## config.mk

```make
export PLATFORM = sky130hd
export DESIGN_NAME = fp_operand_loader
export DESIGN_NICKNAME = d
export VERILOG_FILES = /design/src/rtl/fp_operand_loader.sv
export SDC_FILE = /design/constraint.sdc
export NUM_CORES = 1
export LEC_CHECK = 0
export CAP_MARGIN = 30
export CORE_MARGIN = 2
export CORE_UTILIZATION = 51
export DETAILED_ROUTE_END_ITERATION = 6
export GPL_TIMING_DRIVEN = 1
export HOLD_SLACK_MARGIN = 0.02
export PLACE_DENSITY = 0.95
export REMOVE_ABC_BUFFERS = 1
export SYNTH_ARGS = -nofsm -noshare
export SYNTH_HDL_FRONTEND = slang
export SYNTH_SLANG_ARGS = --single-unit
export TNS_END_PERCENT = 20
```

## constraint.sdc

```tcl
create_clock -name clk -period 2.9 [get_ports clk]
set_input_delay 0.435 -clock clk [delete_from_list [all_inputs] [get_ports clk]]
set_output_delay 0.435 -clock clk [all_outputs]
set_load 0.02 [all_outputs]
```

## src/rtl/fp_operand_loader.sv

```systemverilog
// Byte-serial loader for the A/B operand pair of the FP multiply core.
// Synchronizes an async strobe, assembles two 32-bit words, hands off via valid/ready.
module fp_operand_loader #(
  parameter int SYNC_STAGES = 2,
  parameter bit MSB_FIRST   = 1'b1
) (
  input  logic        clk,
  input  logic        rst_n,
  input  logic        ena,
  input  logic [7:0]  byte_in,
  input  logic        byte_strobe,
  input  logic        clear,
  output logic        op_valid,
  input  logic        op_ready,
  output logic [31:0] op_a,
  output logic [31:0] op_b,
  output logic [2:0]  byte_count,
  output logic        overrun
);

  typedef enum logic {
    LOAD = 1'b0,
    HOLD = 1'b1
  } state_e;

  state_e                 state_q, state_d;
  logic [SYNC_STAGES-1:0] sync_q;
  logic                   edge_q;
  logic [31:0]            a_q, a_d;
  logic [31:0]            b_q, b_d;
  logic [2:0]             cnt_q, cnt_d;
  logic                   ovr_q, ovr_d;
  logic                   cap;

  function automatic logic [31:0] shift_in(
    input logic [31:0] x,
    input logic [7:0]  b
  );
    if (MSB_FIRST) return {x[23:0], b};
    else           return {b, x[31:8]};
  endfunction

  assign cap = sync_q[SYNC_STAGES-1] & ~edge_q & ena;

  always_ff @(posedge clk or negedge rst_n) begin
    if (!rst_n) begin
      sync_q  <= '0;
      edge_q  <= 1'b0;
      state_q <= LOAD;
      a_q     <= '0;
      b_q     <= '0;
      cnt_q   <= '0;
      ovr_q   <= 1'b0;
    end else begin
      sync_q  <= {sync_q[SYNC_STAGES-2:0], byte_strobe};
      edge_q  <= sync_q[SYNC_STAGES-1];
      state_q <= state_d;
      a_q     <= a_d;
      b_q     <= b_d;
      cnt_q   <= cnt_d;
      ovr_q   <= ovr_d;
    end
  end

  always_comb begin
    state_d = state_q;
    a_d     = a_q;
    b_d     = b_q;
    cnt_d   = cnt_q;
    ovr_d   = ovr_q;
    if (clear) begin
      // a transfer in the same cycle is subsumed: result is plain LOAD
      state_d = LOAD;
      a_d     = '0;
      b_d     = '0;
      cnt_d   = '0;
      ovr_d   = 1'b0;
    end else begin
      unique case (state_q)
        LOAD: begin
          if (cap) begin
            if (cnt_q[2]) b_d = shift_in(b_q, byte_in);
            else          a_d = shift_in(a_q, byte_in);
            cnt_d = cnt_q + 3'd1;
            if (cnt_q == 3'd7) state_d = HOLD;
          end
        end
        HOLD: begin
          if (cap) ovr_d = 1'b1;
          if (op_ready) state_d = LOAD;
        end
        default: state_d = LOAD;
      endcase
    end
  end

  assign op_valid   = (state_q == HOLD);
  assign op_a       = a_q;
  assign op_b       = b_q;
  assign byte_count = cnt_q;
  assign overrun    = ovr_q;

endmodule

```

==> Word level (Yosys, flattened, before mapping) <==
Cells that the tools add are included.
{ "classes": {"reduce_logical": 7, "add_sub_neg": 1, "n_eq_ne": 3, "n_mux": 19, "bitwise_logic": 4} }
{ "ops": {"columns": ["cell", "n"], "rows": [
  ["$mux 32", 8],
  ["$mux 3", 3],
  ["$mux 1", 7],
  ["$reduce_and 3->1", 2],
  ["$reduce_bool 2->1", 3],
  ["$ne 2x2->1 const B", 2],
  ["$reduce_and 2->1", 2],
  ["$add 3x1->3 const B", 1],
  ["$eq 3x3->1 const B", 1],
  ["$and 1x1->1", 2],
  ["$not 1->1", 2],
  ["$pmux 1 s2", 1]
]} }
{ "word_totals": {"in_bits": 14, "out_inout_bits": 69, "ff_bits": 72} }

==> Logic depth before layout (Yosys ltp) <==
Gate-level depths: netlist of the first run.
{ "depth": {"ltp_word": 6, "depth_mapped": 6} }

==> Least setup slack after synthesis of the first run <==
No wires, ideal clock.
{ "synth_timing": {"path_type": "reg-to-reg", "startpoint": "register state_q (netlist: op_valid)", "endpoint": "register b_q[10] (netlist: op_b[10])", "stages_incl_launch_ff": 7, "path_buffers": 3, "synth_period_minus_slack_ns": 1.547, "arrival_ns": 1.468, "slack_ns": 1.353, "path_cell_list": "dfrtp_1 -> nor4bb_1 -> buf_4 -> and2_1 -> buf_4 -> buf_6 -> mux2i_1"} }
{ "synth_between": {"elab_chain_len": 2} }
{ "synth_rtl": {"columns": ["item", "line_no", "rtl"], "rows": [
  ["start: declaration", "26", "state_e state_q, state_d;"],
  ["start signal: assignment", "57", "state_q <= state_d;"],
  ["$ne 2x2->1 (no line)", null, null],
  ["$reduce_and 3->1 (no line)", null, null],
  ["end signal: assignment", "51", "b_q <= '0;"],
  ["end signal: assignment", "59", "b_q <= b_d;"],
  ["end: declaration", "30", "logic [31:0] b_q, b_d;"]
]} }
Every way passes these cells.
A chain may end at the register's enable or synchronous reset.

==> Worst setup path in the final report of the first run <==
{ "layout_timing": {"startpoint": "register cnt_q[2] (netlist: byte_count[2])", "endpoint": "output port byte_count[2]"} }
{ "layout_lines": {"columns": ["item", "line_no", "rtl"], "rows": [
  ["start: declaration", "31", "logic [2:0] cnt_q, cnt_d;"],
  ["start signal: assignment", "60", "cnt_q <= cnt_d;"],
  ["end: declaration", "17", "output logic [2:0] byte_count,"]
]} }
No word-level cell between the ends.

==> results.yml, run 1 <==
floorplan:
  row_count: 27
  floorplan.initialDensity_pct: 52.6
  die_area_sq_mm: 0.00630
  io_pins: 83
  core_region_area_sq_mm: 0.00551
  die_x_um: 79.3
  die_h_um: 79.3
logic_synthesis:
  yosys_most_used_dff: "sky130_fd_sc_hd__dfrtp_1"
  post-synth-top-count-cell: "sky130_fd_sc_hd__dfrtp_1"
  syn_area_per_cell_sq_um: 13.6
  yosys.cell_types.count: 20
  synth.top_cells.by_area: "sky130_fd_sc_hd__dfrtp_1 62%, sky130_fd_sc_hd__a22o_1 9.7%, sky130_fd_sc_hd__mux2i_1 9.0%, sky130_fd_sc_hd__nand2b_1 6.9%, sky130_fd_sc_hd__nand4b_1 2.4%"
  synth_largest_type_area_fraction_pct: 62.2
  synth-seq-area-share_pct: 62.2
  synth_edf_count: 0
  synth_top_cells_by_count: "72 x sky130_fd_sc_hd__dfrtp_1, 32 x sky130_fd_sc_hd__a22o_1, 32 x sky130_fd_sc_hd__nand2b_1, 26 x sky130_fd_sc_hd__mux2i_1"
  synth_top_area_cell: "sky130_fd_sc_hd__dfrtp_1"
  async_flop_share_pct: 100
  synth.ff_latch_count: 72
  synthesis.instances: 213
  syn-cell-area_sq_mm: 0.00290
  synth.yosys.warnings: 0
timing:
  final_max_slew_viol_count: 0
  fmax_mhz: 478
  finalHoldViolCount: 0
  finalClockSkew_ns: 0.00467
  final_min_period_over_clock_period_pct: 72.2
  finalCriticalPeriod_ns: 2.09
  worst_slew_margin_rel_pct: 39.1
  finalWorstSetupSlack_ns: 0.806
  setup_repair_after_global_routing_missed_its_margin: "false"
  setup_viol: 0
  tightestPinTransition_ns: 0.913
  fin_setup_tns_ns: 0
  fin_hold_ws_ns: 0.229
global_route:
  grt_pass1_wl_mm: 10.2
  grt_pass1_vias: 2021
  grt.total_usage_pct: 21.6
  pin_count_of_the_biggest_net_entering_global_routing: 42
  grt_antenna_before_repair: 0
  remaining_global_route_overflow: 0
detailed_routing:
  drt-vias-per-instance: 5.43
  detail_route.first_pass.iterations: 4
  wirelength_mm: 6.32
  drt-wirelength-per-cell_um: 17.0
  via_count: 2021
  final_antenna_net_count: 0
  remaining_routing_drc_violations: 0
  drt_iter0_drc: 155
cts:
  clock_sink_count: 72
  cts_tree: "done"
  cts.repair_timing.setup_buffer_count: 0
  postCtsResizedCells: 0
  cts.root.buffer_cell: "sky130_fd_sc_hd__clkbuf_8"
  clock_latency_of_the_later_clocked_register_in_the_worst_skew_pair_ns: 0.33
  cts.htree.levels: 3
  clock_tree.buffer_depth: 2
  tritoncts.num_buffers: 9
  holdBufCountCts: 0
  clk_transition_reported_paths_ns: 0.07
layout:
  fill_cells: 377
  final_cell_count_no_fill: 372
  fraction_of_final_layout_cells_sized_beyond_drive_strength_1_pct: 9.00
  antenna-diode-count: 0
  nets: 311
  fin_area_sq_mm: 0.00399
  synthToLayoutAreaGrowth_pct: 37.8
place:
  placedInstanceArea_sq_mm: 0.00375
  place.port_buffers: 82
  sum_of_net_half_perimeters_after_detailed_placement_mm: 4.28
  placement.setup.worst_slack_ns: 0.610
  routability_driven_placement_congestion_ratio: 0.755
  placedCellCount: 356
pwr:
  cellPowerDensity_mw_per_mm2: 513
  p_leak_nw: 1.70
  worst_ir_drop_on_vdd_mv: 0.297
status:
  outcome: "finished, final reports clean"
setup_path:
  worstSetupStartpoint: "byte_count[2]"
  worst_stage_delay_on_the_critical_path_ns: 0.71
  reg2reg_from: "op_valid"
  critical_path.slowest_cell: "sky130_fd_sc_hd__clkdlybuf4s50_1"
  cp.buffers_inverters: 1
  timing_worst_setup_path_type: "register to primary output"
  crit_fanout: 14
  rr_endpoint: "op_a[2]"
  crit_path_cell_trace: "clkdlybuf4s50_1"
  timing.reg2reg.setup_slack_ns: 1.09
  worstSetupStartpointType: "register"
  path_delay_family: "buffers and inverters"
  r2r.worst_path.cells: 5
  critical_path_required_ns: 2.47
  cp_capture_type: "primary output"
  worst_ep_arrival_time_ns: 1.66
worst_hold_path:
  timing.hold.worst.class: "primary input to asynchronous set/reset pin"
flow_run:
  maxCapViolations: 0
[per-layer routing]
metal | track usage [%] | part of all wire (%) | vias to the layer above
met5 | 0 | 0 | -
met4 | 9.48 | 1.5 | 0
met3 | 4.89 | 5.0 | 9
met2 | 33.0 | 47 | 71
met1 | 29.9 | 47 | 1020
li1 | - | - | 921
[where the power goes]
group | switching, W | internal [W] | total (W)
combinational | 0.0000591 | 0.0000449 | 0.000104
clock | 0.000358 | 0.000569 | 0.000926
sequential | 0.00000695 | 0.00101 | 0.00102
total | 0.000424 | 0.00162 | 0.00205
[logic make-up (layout without fill, tap and decap cells)]
family / after synthesis / in the layout / share of synthesized area [%]
XOR/XNOR: 1 / 1 / 0.303
adder cells (fa/ha/maj): 2 / 2 / 0.864
buffers and inverters: 20 / 107 / 4.49
AO/OA/AOI/OAI: 43 / 43 / 11.7
AND/OR/NAND/NOR: 49 / 49 / 11.4
multiplexers: 26 / 26 / 8.99
flip-flops: 72 / 72 / 62.2
[layout by cell type, fill, tap and decap left out, drive strengths merged]
cell type      count
a22o              32
clkinv             2
buf                8
clkbuf            10
nand2b            32
o21ai              8
nor3b              1
and2               1
clkdlybuf4s50     81
nor4bb             1
nand4b             8
nor2b              1
nor2               5
a21oi              2
clkinvlp           1
a41oi              1
xnor2              1
dfrtp             72
inv                2
bufinv             3
mux2i             26
ha                 2
[flip-flops by register name, summed over array words and instances (netlist names)]
name,cells
edge_q,1
op_valid,1
overrun,1
op_a,32
byte_count,3
op_b,32
sync_q,2
[stage by stage]
step                      util, %  total power [W]
after floorplan                 -          0.00107
after global placement       68.2          0.00114
after detailed placement     68.2          0.00114
after CTS                    72.5          0.00207
after global routing         72.5          0.00213
final                        72.5          0.00205
[worst max path at each step]
stage                         end  cells after the start  slack (ns)
finish              byte_count[2]                      1        0.81
global route        byte_count[2]                      1        0.72
CTS                 byte_count[2]                      1        0.79
detailed placement        op_a[0]                      6        0.61
global placement         op_a[25]                      6        0.71
floorplan                 op_b[0]                      3       -0.41
[worst register-to-register path: cells and delay by family, from the launching register on]
kind | cells | cell delay (ns)
buffers and inverters | 2 | 0.60
AND/OR/NAND/NOR | 2 | 0.49
AO/OA/AOI/OAI | 1 | 0.22
flip-flops | 1 | 0.43
[layout make-up]
class,instances,area [sq um],area share [%]
Inverter,2,7.51,0.188
Sequential cell,72,1800,45.2
Timing Repair Buffer,89,881,22.1
Clock buffer,10,128,3.20
Tap cell,72,90.1,2.26
Clock inverter,6,108,2.70
Multi-Input combinational cell,121,975,24.4
Note: power is estimated with default switching activity, not from simulation.
==> run 2, diff against run 1 <==
CORE_UTILIZATION = 43   (was 51)
PLACE_DENSITY = 0.88   (was 0.95)
clock period = 1.8 ns   (was 2.9 ns; I/O delays follow)
==> run 2 against run 1 <==
Effect of this change: utilization is 8.3 points lower; design area up 3.3%; highest routed layer unchanged; hold slack better by 0.12 ns; via count up 0.99%.
==> results.yml, run 2 (same netlist as run 1, synthesis figures left out) <==
status:
  outcome: "finished, final reports clean"
place:
  placement.setup.worst_slack_ns: -0.164
  placedCellCount: 364
  place.port_buffers: 82
  routability_driven_placement_congestion_ratio: 0.730
  sum_of_net_half_perimeters_after_detailed_placement_mm: 4.42
timing:
  fmax_mhz: 597
  tightestPinTransition_ns: 0.436
  final_min_period_over_clock_period_pct: 93.1
  setup_viol: 0
  worst_slew_margin_rel_pct: 70.9
  finalHoldViolCount: 0
  finalWorstSetupSlack_ns: 0.124
  finalCriticalPeriod_ns: 1.68
  finalClockSkew_ns: 0.0104
  setup_repair_after_global_routing_missed_its_margin: "false"
  final_max_slew_viol_count: 0
  fin_hold_ws_ns: 0.352
worst_hold_path:
  hold_path_end: "sync_q[1]"
  hold_depth: 0
  timing.hold.worst.class: "register to register"
  critical_hold_path_startpoint: "sync_q[0]"
cts:
  tritoncts.num_buffers: 9
  clock_tree.buffer_depth: 2
  clock_sink_count: 72
  clock_latency_of_the_later_clocked_register_in_the_worst_skew_pair_ns: 0.34
  cts_tree: "done"
  cts.htree.levels: 3
  clk_transition_reported_paths_ns: 0.08
  cts.root.buffer_cell: "sky130_fd_sc_hd__clkbuf_8"
detailed_routing:
  drt-vias-per-instance: 5.36
  detail_route.first_pass.iterations: 4
  drt-wirelength-per-cell_um: 16.8
  final_antenna_net_count: 0
  drt_iter0_drc: 89
  remaining_routing_drc_violations: 0
  via_count: 2041
  wirelength_mm: 6.41
floorplan:
  floorplan.initialDensity_pct: 45.1
  io_pins: 83
  core_region_area_sq_mm: 0.00642
  row_count: 29
  die_h_um: 86.1
  die_x_um: 86.1
  die_area_sq_mm: 0.00741
setup_path:
  path_delay_family: "buffers and inverters"
  critical_path.slowest_cell: "sky130_fd_sc_hd__clkdlybuf4s50_1"
  critical_path_required_ns: 1.53
  worst_stage_delay_on_the_critical_path_ns: 0.64
  crit_path_cell_trace: "clkdlybuf4s50_1"
  r2r.worst_path.cells: 4
  cp_capture_type: "primary output"
  worst_ep_arrival_time_ns: 1.41
  worstSetupStartpointType: "register"
  rr_endpoint: "op_b[26]"
  timing.reg2reg.setup_slack_ns: 0.20
  crit_fanout: 4
  timing_worst_setup_path_type: "register to primary output"
  cp.buffers_inverters: 1
  reg2reg_from: "op_valid"
pwr:
  worst_ir_drop_on_vdd_mv: 0.473
  p_leak_nw: 1.76
  cellPowerDensity_mw_per_mm2: 852
global_route:
  grt_pass1_wl_mm: 10.3
  grt.total_usage_pct: 18.2
  remaining_global_route_overflow: 0
  grt_antenna_before_repair: 0
  pin_count_of_the_biggest_net_entering_global_routing: 48
  grt_pass1_vias: 2096
layout:
  commonest_non_fill_non_tap_cell_in_the_layout: "sky130_fd_sc_hd__clkdlybuf4s50_1"
  nets: 315
  final_cell_count_no_fill: 381
  most-common-layout-cells: "81 x sky130_fd_sc_hd__clkdlybuf4s50_1, 72 x sky130_fd_sc_hd__dfrtp_1, 32 x sky130_fd_sc_hd__a22o_1, 32 x sky130_fd_sc_hd__nand2b_1, 26 x sky130_fd_sc_hd__mux2i_1"
  antenna-diode-count: 0
  fraction_of_final_layout_cells_sized_beyond_drive_strength_1_pct: 10.2
  synthToLayoutAreaGrowth_pct: 42.4
flow_run:
  maxCapViolations: 0
[run 2: cell types whose count changed in the layout (fill, tap and decap cells not counted), sizes merged]
cell,change
buf,+3
bufinv,+1
clkinvlp,-1
dlygate4sd3,+1
[run 2: worst max path at each step]
| stage | start | end | slack [ns] | cells after the start |
|---|---|---|---|---|
| after floorplan | op_valid | op_b[0] | -1.51 | 3 |
| final | op_valid | op_valid | 0.12 | 1 |
| after CTS | op_valid | op_valid | 0.11 | 1 |
| after detailed placement | ena | op_b[28] | -0.16 | 5 |
| after global placement | ena | op_b[8] | -0.08 | 5 |
| after global routing | op_valid | op_b[26] | 0.05 | 4 |
[run 2: layout make-up]
class	count	area, sq um
Fill cell	512	2300
Sequential cell	72	1800
Multi-Input combinational cell	121	983
Timing Repair Buffer	93	966
Clock buffer	10	138
Clock inverter	6	130
Tap cell	77	96.3
Inverter	2	7.51
[run 2: timing repair]
item | CTS | global route
gates resized for setup | 0 | 0
hold buffers | 1 | 0
buffers inserted | 0 | 0
endpoints found under the hold margin | 33 | 0
[run 2: metal layers]
| metal | track usage [%] | vias to the layer above | wire, um |
|---|---|---|---|
| li1 | - | 936 | - |
| met1 | 24.1 | 1034 | 2880 |
| met2 | 29.1 | 65 | 3140 |
| met5 | 0 | - | 0 |
| met3 | 3.56 | 6 | 338 |
| met4 | 7.79 | 0 | 56 |
[run 2: power breakdown]
group	switching, W	leakage, nW	internal [W]
Sequential	0.0000109	0.997	0.00163
Combinational	0.0000960	0.630	0.0000875
Clock	0.000595	0.136	0.00109
Total	0.000702	1.76	0.00281
[run 2: metrics by stage]
step | util [%] | TNS, ns | total power [W] | area, sq um
2_1_floorplan | - | -94.34 | 0.00172 | 2770
3_3_place_gp | 59.9 | -4.17 | 0.00185 | 3840
3_5_place_dp | 59.9 | -6.53 | 0.00186 | 3840
4_1_cts | 64.2 | 0 | 0.00354 | 4120
5_1_grt | 64.2 | 0 | 0.00362 | 4120
6_report | 64.2 | 0 | 0.00351 | 4120
==> run 3, diff against run 2 <==
CTS_CLUSTER_SIZE = 20   (was not set)
==> results of run 3 <==
Final layout, timing and power as in run 2 (identical DEF).
